### src/rtl/frame_tx_pkg.sv
// Shared types and constants for the serial frame transmitter.
// FRAME_TX_PARITY_EN adds the even-parity state and lengthens the frame to 11 bits.
package frame_tx_pkg;

    typedef enum logic [2:0] {
        S_IDLE   = 3'd0,
        S_START  = 3'd1,
        S_DATA   = 3'd2,
`ifdef FRAME_TX_PARITY_EN
        S_PARITY = 3'd3,
`endif
        S_STOP   = 3'd4
    } frame_state_e;

    localparam int CLKS_PER_BIT_DEF = 4;
    localparam int FRAME_BITS_NOPAR = 10;
    localparam int FRAME_BITS_PAR   = 11;

`ifdef FRAME_TX_PARITY_EN
    localparam int FRAME_BITS = FRAME_BITS_PAR;
`else
    localparam int FRAME_BITS = FRAME_BITS_NOPAR;
`endif

    localparam logic [3:0] LAST_DATA_IDX = 4'd8;
    localparam logic [3:0] STOP_IDX      = 4'(FRAME_BITS - 1);

endpackage

### src/rtl/frame_tx_if.sv
// Pin bundle of the transmitter: parallel byte, strobe and status/serial outputs.
interface frame_tx_if;
    logic [7:0] ui_in;
    logic [7:0] uio_in;
    logic [7:0] uo_out;
    logic [7:0] uio_out;
    logic [7:0] uio_oe;

    modport master (output ui_in, output uio_in, input uo_out, input uio_out, input uio_oe);
    modport slave  (input ui_in, input uio_in, output uo_out, output uio_out, output uio_oe);
endinterface

### src/rtl/frame_tx_baud.sv
// Bit-period down-counter; o_tick marks the last enabled cycle of a bit.
module frame_tx_baud
    import frame_tx_pkg::*;
#(
    parameter int CLKS_PER_BIT = CLKS_PER_BIT_DEF
) (
    input  logic clk,
    input  logic rst_n,
    input  logic i_en,
    input  logic i_run,
    input  logic i_reload,
    output logic o_tick
);
    localparam logic [7:0] RELOAD = 8'(CLKS_PER_BIT - 1);

    logic [7:0] r_cnt;

    always_ff @(posedge clk or negedge rst_n) begin
        if (!rst_n) begin
            r_cnt <= '0;
        end else if (i_en) begin
            if (i_reload) begin
                r_cnt <= RELOAD;
            end else if (r_cnt != 8'd0) begin
                r_cnt <= r_cnt - 8'd1;
            end
        end
    end

    assign o_tick = i_en & i_run & (r_cnt == 8'd0);

endmodule

### src/rtl/tt_um_frame_tx.sv
// Serial frame transmitter: start, 8 data bits LSB first, optional even parity, stop.
// Parity bit is present only when FRAME_TX_PARITY_EN is defined.
//   state  | meaning
//   IDLE   | line high, waiting for a strobe rising edge
//   START  | start bit (0)
//   DATA   | data bits, shift register moves right each bit
//   PARITY | even parity of the captured byte
//   STOP   | stop bit (1); done pulses as it ends
module tt_um_frame_tx
    import frame_tx_pkg::*;
#(
    parameter int CLKS_PER_BIT = CLKS_PER_BIT_DEF
) (
    input  logic       clk,
    input  logic       rst_n,
    input  logic       ena,
    frame_tx_if.slave  bus
);
    frame_state_e r_state, w_state_n;
    logic [7:0]   r_shift, w_shift_n;
    logic [3:0]   r_idx, w_idx_n;
    logic         r_tx, w_tx_n;
    logic         r_done, w_done_n;
    logic         r_strobe, r_armed;
    logic         w_load, w_tick, w_run, w_reload;
    logic         w_unused_uio;
`ifdef FRAME_TX_PARITY_EN
    logic         r_parity, w_parity_n;
`endif

    // r_armed forces a fresh low strobe after reset before a load can be seen
    assign w_load   = bus.uio_in[0] & ~r_strobe & r_armed & (r_state == S_IDLE);
    assign w_run    = (r_state != S_IDLE);
    assign w_reload = w_load | w_tick;

    frame_tx_baud #(.CLKS_PER_BIT(CLKS_PER_BIT)) u_baud (
        .clk      (clk),
        .rst_n    (rst_n),
        .i_en     (ena),
        .i_run    (w_run),
        .i_reload (w_reload),
        .o_tick   (w_tick)
    );

    always_ff @(posedge clk or negedge rst_n) begin
        if (!rst_n) begin
            r_state  <= S_IDLE;
            r_shift  <= '0;
            r_idx    <= '0;
            r_tx     <= 1'b1;
            r_done   <= 1'b0;
            r_strobe <= 1'b0;
            r_armed  <= 1'b0;
`ifdef FRAME_TX_PARITY_EN
            r_parity <= 1'b0;
`endif
        end else if (ena) begin
            r_state  <= w_state_n;
            r_shift  <= w_shift_n;
            r_idx    <= w_idx_n;
            r_tx     <= w_tx_n;
            r_done   <= w_done_n;
            r_strobe <= bus.uio_in[0];
            r_armed  <= r_armed | ~bus.uio_in[0];
`ifdef FRAME_TX_PARITY_EN
            r_parity <= w_parity_n;
`endif
        end
    end

    always_comb begin
        w_state_n = r_state;
        w_shift_n = r_shift;
        w_idx_n   = r_idx;
        w_tx_n    = r_tx;
        w_done_n  = 1'b0;
`ifdef FRAME_TX_PARITY_EN
        w_parity_n = r_parity;
`endif
        case (r_state)
            S_IDLE: begin
                w_tx_n  = 1'b1;
                w_idx_n = 4'd0;
                if (w_load) begin
                    w_state_n = S_START;
                    w_shift_n = bus.ui_in;
                    w_tx_n    = 1'b0;
`ifdef FRAME_TX_PARITY_EN
                    w_parity_n = ^bus.ui_in;
`endif
                end
            end
            S_START: begin
                if (w_tick) begin
                    w_state_n = S_DATA;
                    w_tx_n    = r_shift[0];
                    w_idx_n   = 4'd1;
                end
            end
            S_DATA: begin
                if (w_tick) begin
                    w_shift_n = {1'b0, r_shift[7:1]};
                    if (r_idx == LAST_DATA_IDX) begin
`ifdef FRAME_TX_PARITY_EN
                        w_state_n = S_PARITY;
                        w_tx_n    = r_parity;
                        w_idx_n   = LAST_DATA_IDX + 4'd1;
`else
                        w_state_n = S_STOP;
                        w_tx_n    = 1'b1;
                        w_idx_n   = STOP_IDX;
`endif
                    end else begin
                        w_tx_n  = r_shift[1];
                        w_idx_n = r_idx + 4'd1;
                    end
                end
            end
`ifdef FRAME_TX_PARITY_EN
            S_PARITY: begin
                if (w_tick) begin
                    w_state_n = S_STOP;
                    w_tx_n    = 1'b1;
                    w_idx_n   = STOP_IDX;
                end
            end
`endif
            S_STOP: begin
                if (w_tick) begin
                    w_state_n = S_IDLE;
                    w_tx_n    = 1'b1;
                    w_idx_n   = 4'd0;
                    w_done_n  = 1'b1;
                end
            end
            default: begin
                w_state_n = S_IDLE;
                w_tx_n    = 1'b1;
                w_idx_n   = 4'd0;
            end
        endcase
    end

    assign w_unused_uio = ^bus.uio_in[7:1];
    assign bus.uo_out   = {1'b0, r_idx, r_done, w_run, r_tx};
    assign bus.uio_out  = 8'h00;
    assign bus.uio_oe   = 8'h00;

endmodule

### src/flat_wrapper.sv
// flat-port wrapper written by rule: the top's interface ports become plain ports
module tt_um_frame_tx_flat import frame_tx_pkg::*;
#(
    parameter int CLKS_PER_BIT = CLKS_PER_BIT_DEF
)
  (clk, rst_n, ena, bus_ui_in, bus_uio_in, bus_uo_out, bus_uio_out, bus_uio_oe);
  frame_tx_if bus_i ();
  input  logic clk;
  input  logic rst_n;
  input  logic ena;
  input wire logic [$bits(bus_i.ui_in)-1:0] bus_ui_in;
  input wire logic [$bits(bus_i.uio_in)-1:0] bus_uio_in;
  output wire logic [$bits(bus_i.uo_out)-1:0] bus_uo_out;
  output wire logic [$bits(bus_i.uio_out)-1:0] bus_uio_out;
  output wire logic [$bits(bus_i.uio_oe)-1:0] bus_uio_oe;
  assign bus_i.ui_in = bus_ui_in;
  assign bus_i.uio_in = bus_uio_in;
  assign bus_uo_out = bus_i.uo_out;
  assign bus_uio_out = bus_i.uio_out;
  assign bus_uio_oe = bus_i.uio_oe;
  tt_um_frame_tx #(.CLKS_PER_BIT(CLKS_PER_BIT)) u_core (.clk(clk), .rst_n(rst_n), .ena(ena), .bus(bus_i));
endmodule
### config.mk
export PLATFORM = sky130hd
export DESIGN_NAME = tt_um_frame_tx_flat
export DESIGN_NICKNAME = d
export VERILOG_FILES = /design/src/rtl/frame_tx_pkg.sv /design/src/rtl/frame_tx_if.sv /design/src/rtl/frame_tx_baud.sv /design/src/rtl/tt_um_frame_tx.sv /design/src/flat_wrapper.sv
export SDC_FILE = /design/constraint.sdc
export NUM_CORES = 1
export LEC_CHECK = 0
export BUFFER_PORTS_ARGS = -buffer_cell sky130_fd_sc_hd__buf_2
export CORE_MARGIN = 10
export CORE_UTILIZATION = 45
export CTS_CLUSTER_SIZE = 24
export DETAILED_ROUTE_END_ITERATION = 10
export GPL_TIMING_DRIVEN = 0
export PLACE_DENSITY_LB_ADDON = 0.1
export SYNTH_ARGS = -nofsm -noshare
export SYNTH_HDL_FRONTEND = slang
export SYNTH_SLANG_ARGS = --single-unit
### constraint.sdc
create_clock -name clk -period 3 [get_ports clk]
set_clock_uncertainty 0.1 [all_clocks]
set_input_delay 0.45 -clock clk [delete_from_list [all_inputs] [get_ports clk]]
set_output_delay 0.45 -clock clk [all_outputs]
set_load 0.02 [all_outputs]
==> metrics, run 1 <==
met2 Resource Use GR 15.6%; DR DRC count 0; CP Capture Type register; Slowest-stage cell, CP or4_4; Die Area 6480 um^2; Slew Limit Fails 0; unrepaired setup endpoints after global routing no; share of layout cells above drive strength 1 24.8%; worst-path cell chain or4_4, or4b_4, buf_6, o21ai_4, nor2_2, a211o_1; die width 80.5 um; clock root buffer clkbuf_8; Hold Buf Count CTS 0; CTS Sinks 27; Setup Buffers After CTS 0; Post-synth EDFFs 0; largest net degree at the start of global routing 28; initial cell density of the core 47.8%; Core ar. 3440 um^2; Data required, critical path 3.06 ns; CP endpoint u_core.u_baud.r_cnt[1]; Least-Margin Pin Slew 1.00 ns; clk slew on worst S/H paths 0.10 ns; Setup Viol. Count Final 0; CP Max Fanout 6; Wirelength per Cell 12.5 um; crit-path max cell delay 0.56 ns; Synth Area in XOR/XNOR 2.66%; sequential share of power 36.6%; Layout area overhead 15.4%; post-route minimum period 2.36 ns; area leader, netlist dfrtp_1; count leader, synth nand2_1; Most Crowded Layer GR met2; compound-gate portion of the synthesized area 11.9%; syn avg cell area 9.15 um^2; P_leak 0.957 nW; grt ovf 0; CTS tree yes; critical path class reg2reg; multi-input logic area 808 um^2; Clk Latency, worst-skew pair 0.28 ns; #FFs+latches synth 27; largest family of logic cells by synthesized area simple AND/OR/NAND/NOR gates; register area share after synthesis 41.1%; VDD IR max 0.397 mV; Crit Reg-Reg Startpoint u_core.u_baud.r_cnt[4]; vias per cell 4.85; PortBufs 18; post-synthesis mux area share 8.05%; Global Route Usage Sum 9.86%; Hold Crit Class in2async; first-pass GRT wire length 5330 um; filler instances 344; vias post-DR 1280; Yosys warnings 0; R2R Setup Slk 0.64 ns; Power Dens Cells 904 nW/um^2; met3 Resource Use GR 3.34%; Final ANT Viol Nets 0; Final Hold Fails 0; met1 Resource Use GR 12.0%; # diodes 0; Rows 21; Gate power share 51.0%; Slew Limit Headroom 32.7%; WP data arrival 2.42 ns; Starting DRT DRC Count 117; Synth Instances 180; fin crit share 78.6%; Chip Height 80.5 um; switching power 0.753 mW; top post-synthesis cells by count 29 x nand2_1, 26 x dfrtp_1, 20 x buf_4; cell family with most CP delay simple AND/OR/NAND/NOR gates; worst hold margin 0.0726 ns; Internal 0.965 mW; dpl hpwl 2560 um; routed wire length 3290 um; largest cells by area after synthesis dfrtp_1 40%, buf_4 9.1%, nand2_1 6.6%; routability cong. 0.746; Fmax achieved 424 MHz; H-tree depth 1; Layout Nets 242; Synth top area share 39.5%; clock share of power 12.4%; WP buf/inv 1; post-CTS resize count 0; Post-synth ARST share 100%; maximum root-to-sink buffer count 2; Levels on crit path 6; antenna violations before repair 0; Post-Syn Area 1650 um^2; R2R depth 6; number of library cell types mapped by synthesis 42; vias in the first global route 1251; Worst Setup Start Kind register; worst setup path startpoint u_core.u_baud.r_cnt[4]; first drt pass iteration count 4; Adder-Cell Fraction of Synth Area 3.04%; # IOs 43; max-cap violation count 0; Crit Reg-Reg Endpoint u_core.u_baud.r_cnt[1]; ys flop type dfrtp_1; post-synthesis simple-gate area fraction 19.6%; Register Area 677 um^2; status finished clean; Fin Setup TNS 0 ns; sw frac 43.8%; CTS Buf Count 3
==> registers in the layout, summed over array words and instances (netlist names) <==
| register | count |
|---|---|
| u_core.r_state | 3 |
| u_core.r_armed | 1 |
| u_core.r_idx | 4 |
| u_core.r_shift | 8 |
| u_core.r_tx | 1 |
| u_core.u_baud.r_cnt | 8 |
| u_core.r_strobe | 1 |
| u_core.r_done | 1 |
==> worst min path at each step <==
stage | slack (ns) | to | cells after the start | from
6_report | 0.07 | u_core.r_idx[0] | 1 | rst_n
5_1_grt | 0.11 | u_core.r_idx[2] | 1 | rst_n
4_1_cts | 0.09 | u_core.r_state[2] | 1 | rst_n
3_5_place_dp | 0.36 | u_core.r_armed | 1 | u_core.r_armed
3_3_place_gp | 0.34 | u_core.r_armed | 1 | u_core.r_armed
2_1_floorplan | 0.05 | u_core.r_armed | 0 | rst_n
==> cells in the final DEF (no fill, tap or decap), types with 3 or more instances in the layout <==
cell type / Yosys / routed
mux2_2: 4 / 4
clkbuf_8: 0 / 3
buf_2: 0 / 18
dfrtp_1: 26 / 26
conb_1: 1 / 17
ha_1: 4 / 4
xor2_1: 4 / 4
buf_4: 20 / 20
inv_1: 11 / 11
a21oi_1: 6 / 6
o21ai_0: 6 / 6
nor3_1: 4 / 4
mux2_1: 6 / 6
o21ai_1: 6 / 6
clkbuf_1: 5 / 5
nand3_1: 5 / 5
nand2_1: 29 / 29
nor2_1: 12 / 12
==> final cells by class <==
| cell class | count | share of cell area [%] |
|---|---|---|
| tap | 46 | 3.03 |
| clock buffer | 3 | 2.17 |
| inverter | 11 | 2.17 |
| sequential | 27 | 35.6 |
| multi-input combinational | 132 | 42.5 |
| clock inverter | 1 | 0.263 |
| timing repair buffer | 18 | 4.74 |
| buffer | 26 | 9.48 |
==> routing by layer <==
layer  vias to the layer above  share of wire [%]
li1                        653                  -
met2                        31                 46
met3                         2                9.1
met1                       594                 44
met4                         0               0.43
met5                         -                  0
==> kinds of logic after synthesis <==
logic type | count (synthesis)
simple gates | 64
buf+inv | 37
compound gates | 30
flops | 27
mux | 12
xor+xnor | 5
fa+ha+maj | 4
other cells | 1
==> stage by stage <==
| step | instances | setup WS (ns) | util [%] | area [um^2] | power, mW |
|---|---|---|---|---|---|
| finish | 264 | 0.643 | 55.2 | 1900 | 1.72 |
| global route | 264 | 0.586 | 55.2 | 1900 | 1.87 |
| CTS | 264 | 0.634 | 55.2 | 1900 | 1.73 |
| detailed placement | 260 | 0.652 | 53.9 | 1850 | 1.52 |
| global placement | 260 | 0.689 | 53.9 | 1850 | 1.48 |
| floorplan | 196 | 0.761 | - | 1710 | 1.31 |
==> power groups by stage <==
stage | combinational (mW) | sequential (mW) | clock [mW]
2_1_floorplan | 0.670 | 0.636 | 0
3_3_place_gp | 0.852 | 0.628 | 0
3_5_place_dp | 0.880 | 0.638 | 0
4_1_cts | 0.883 | 0.629 | 0.218
5_1_grt | 0.993 | 0.647 | 0.230
6_report | 0.875 | 0.628 | 0.214
(Power assumes the default switching activity.)
==> run 2, diff against run 1 <==
--- a/config.mk
+++ b/config.mk
@@ -5,6 +5,7 @@
 export SDC_FILE = /design/constraint.sdc
 export NUM_CORES = 1
 export LEC_CHECK = 0
+export ABC_AREA = 1
 export BUFFER_PORTS_ARGS = -buffer_cell sky130_fd_sc_hd__buf_2
 export CORE_MARGIN = 10
 export CORE_UTILIZATION = 45
==> constraint.sdc (replaced) <==
create_clock -name clk -period 2.4 [get_ports clk]
set_clock_uncertainty 0.1 [all_clocks]
set_input_delay 0.36 -clock clk [delete_from_list [all_inputs] [get_ports clk]]
set_output_delay 0.36 -clock clk [all_outputs]
set_load 0.02 [all_outputs]
==> run 2 against run 1 <==
  * Final area grew 6.6%
  * Critical path type is now reg2out
  * Sequential share of layout area shrank 2.2 points
  * Clock power grew 29%
  * Routed wire length grew 8.5%
==> metrics, run 2 <==
maximum root-to-sink buffer count 2; Post-synth ARST share 100%; Post-Syn Area 1760 um^2; DP Area 1970 um^2; Fmax achieved 543 MHz; Synth top area share 37.0%; critical path class reg2out; CTS Sinks 27; routed wire length 3570 um; Setup Viol. Count Final 0; Wirelength per Cell 11.1 um; clock root buffer clkbuf_8; Pwr Total 2.10 mW; Power Dens Cells 1040 nW/um^2; register area share after synthesis 38.5%; Most Crowded Layer GR met2; syn avg cell area 7.51 um^2; fin crit share 76.8%; pre-CTS setup slack 0.673 ns; Setup Buffers After CTS 0; VDD IR max 0.412 mV; #FFs+latches synth 27; ys flop type dfrtp_1; Layout area overhead 15.3%; first drt pass iteration count 4; Chip Height 82.5 um; initial cell density of the core 47.3%; PortBufs 18; Post-synth EDFFs 0; post-route minimum period 1.84 ns; most frequent cells in the layout 87 x nand2_1, 26 x dfrtp_1, 20 x buf_4, 19 x nand3_1, 18 x buf_2; share of layout cells above drive strength 1 23.4%; vias per cell 4.42; DR DRC count 0; Layout Cells excl Fill 321; die width 82.5 um; count leader, synth nand2_1; Slew Limit Headroom 60.0%; Fin Setup TNS 0 ns; Rows 22; grt ovf 0; dpl hpwl 2720 um; CTS tree yes; Worst Setup Start Kind register; clk slew on worst S/H paths 0.10 ns; most common cell after layout, fill and taps aside nand2_1; CP Capture Type output pin; met1 Resource Use GR 14.6%; routability cong. 0.784; post-synthesis mux area share 0%; area leader, netlist dfrtp_1; Final Hold Fails 0; Yosys warnings 0; vias in the first global route 1311; Slew Limit Fails 0; WP data arrival 1.38 ns; first-pass GRT wire length 6020 um; # diodes 0; largest family of logic cells by synthesized area simple AND/OR/NAND/NOR gates; unrepaired setup endpoints after global routing no; status finished clean; Clk Latency, worst-skew pair 0.28 ns; P_leak 1.15 nW; Least-Margin Pin Slew 0.600 ns; Core ar. 3720 um^2; Final ANT Viol Nets 0; final worst-path setup slack 0.558 ns; placed cells 316; Synth Area in XOR/XNOR 2.49%; top post-synthesis cells by count 87 x nand2_1, 26 x dfrtp_1, 20 x buf_4; Die Area 6810 um^2; largest cells by area after synthesis dfrtp_1 37%, nand2_1 19%, buf_4 8.5%; Adder-Cell Fraction of Synth Area 2.85%; number of library cell types mapped by synthesis 27; antenna violations before repair 0; CP Max Fanout 5; largest net degree at the start of global routing 28; biggest regs u_core.r_shift: 8 flops, u_core.u_baud.r_cnt: 8 flops, u_core.r_idx: 4 flops; Global Route Usage Sum 11.1%; Synth Instances 234; Final Instance Area 2030 um^2; # IOs 43; H-tree depth 1; Starting DRT DRC Count 61; Hold Crit Class in2reg; Data required, critical path 1.94 ns; met2 Resource Use GR 17.8%; max-cap violation count 0; Layout Nets 297; CTS Buf Count 3; vias post-DR 1419; compound-gate portion of the synthesized area 7.40%; met3 Resource Use GR 1.94%; post-synthesis simple-gate area fraction 34.2%
==> run 2: final cells by class <==
type,count,area (um^2)
flip-flops and latches,27,677
inverters,20,80.1
fillers,393,1690
plain buffers,22,173
clock inverters,1,7.51
multi-input cells,181,888
clock buffers,3,41.3
well taps,48,60.1
repair buffers,19,100
==> run 2: cells by family (layout without fill, tap and decap cells) <==
kind of cell	Yosys count	in the layout
xor gates and xnor gates	5	5
other	1	17
buffers and inverters	42	65
and+or+nand+nor	134	134
DFF	27	27
AOI/OAI and AO/OA	21	21
adders and majority gates	4	4
==> run 2: through the flow <==
step | hold WS (ns) | utilization, %
2_1_floorplan | -0.0356 | -
3_3_place_gp | 0.313 | 53.0
3_5_place_dp | 0.310 | 53.0
4_1_cts | 0.198 | 54.5
5_1_grt | 0.211 | 54.5
6_report | 0.204 | 54.5
==> run 2: per-layer routing <==
layer / wire length (um) / vias to the layer above
met5: 0 / -
met4: 63 / 0
met3: 194 / 5
met2: 1610 / 25
met1: 1700 / 615
li1: - / 774
==> run 2: worst paths after layout <==
| check | start | to | slack, ns | cells after the start |
|---|---|---|---|---|
| max in group asynchronous | rst_n | u_core.r_idx[3] | 1.30 | 2 |
| min reg2reg | u_core.r_tx | u_core.r_tx | 0.37 | 2 |
| min | bus_uio_in[0] | u_core.r_armed | 0.20 | 2 |
| max | u_core.r_state[2] | bus_uo_out[1] | 0.56 | 4 |
| max reg2reg | u_core.u_baud.r_cnt[0] | u_core.r_shift[2] | 0.69 | 9 |
| min in group asynchronous | rst_n | u_core.u_baud.r_cnt[5] | 0.51 | 2 |
==> run 2: worst max-delay path, stage by stage (launching register included) <==
cell,delay [ns]
dfrtp_1,0.49
nor2_4,0.25
nand2_4,0.08
buf_4,0.13
buf_2,0.15
==> run 2: where the power goes <==
group          internal, mW  switching [mW]  leakage [nW]  total, mW
Clock                 0.118           0.158        0.0217      0.276
Combinational         0.402           0.666         0.783       1.07
Sequential            0.617           0.140         0.342      0.756
==> run 2: timing repair <==
action / 4_1_cts / 5_1_grt
hold buffers: 1 / 0
endpoints found under the hold margin: 17 / 0
resized for setup: 0 / 0
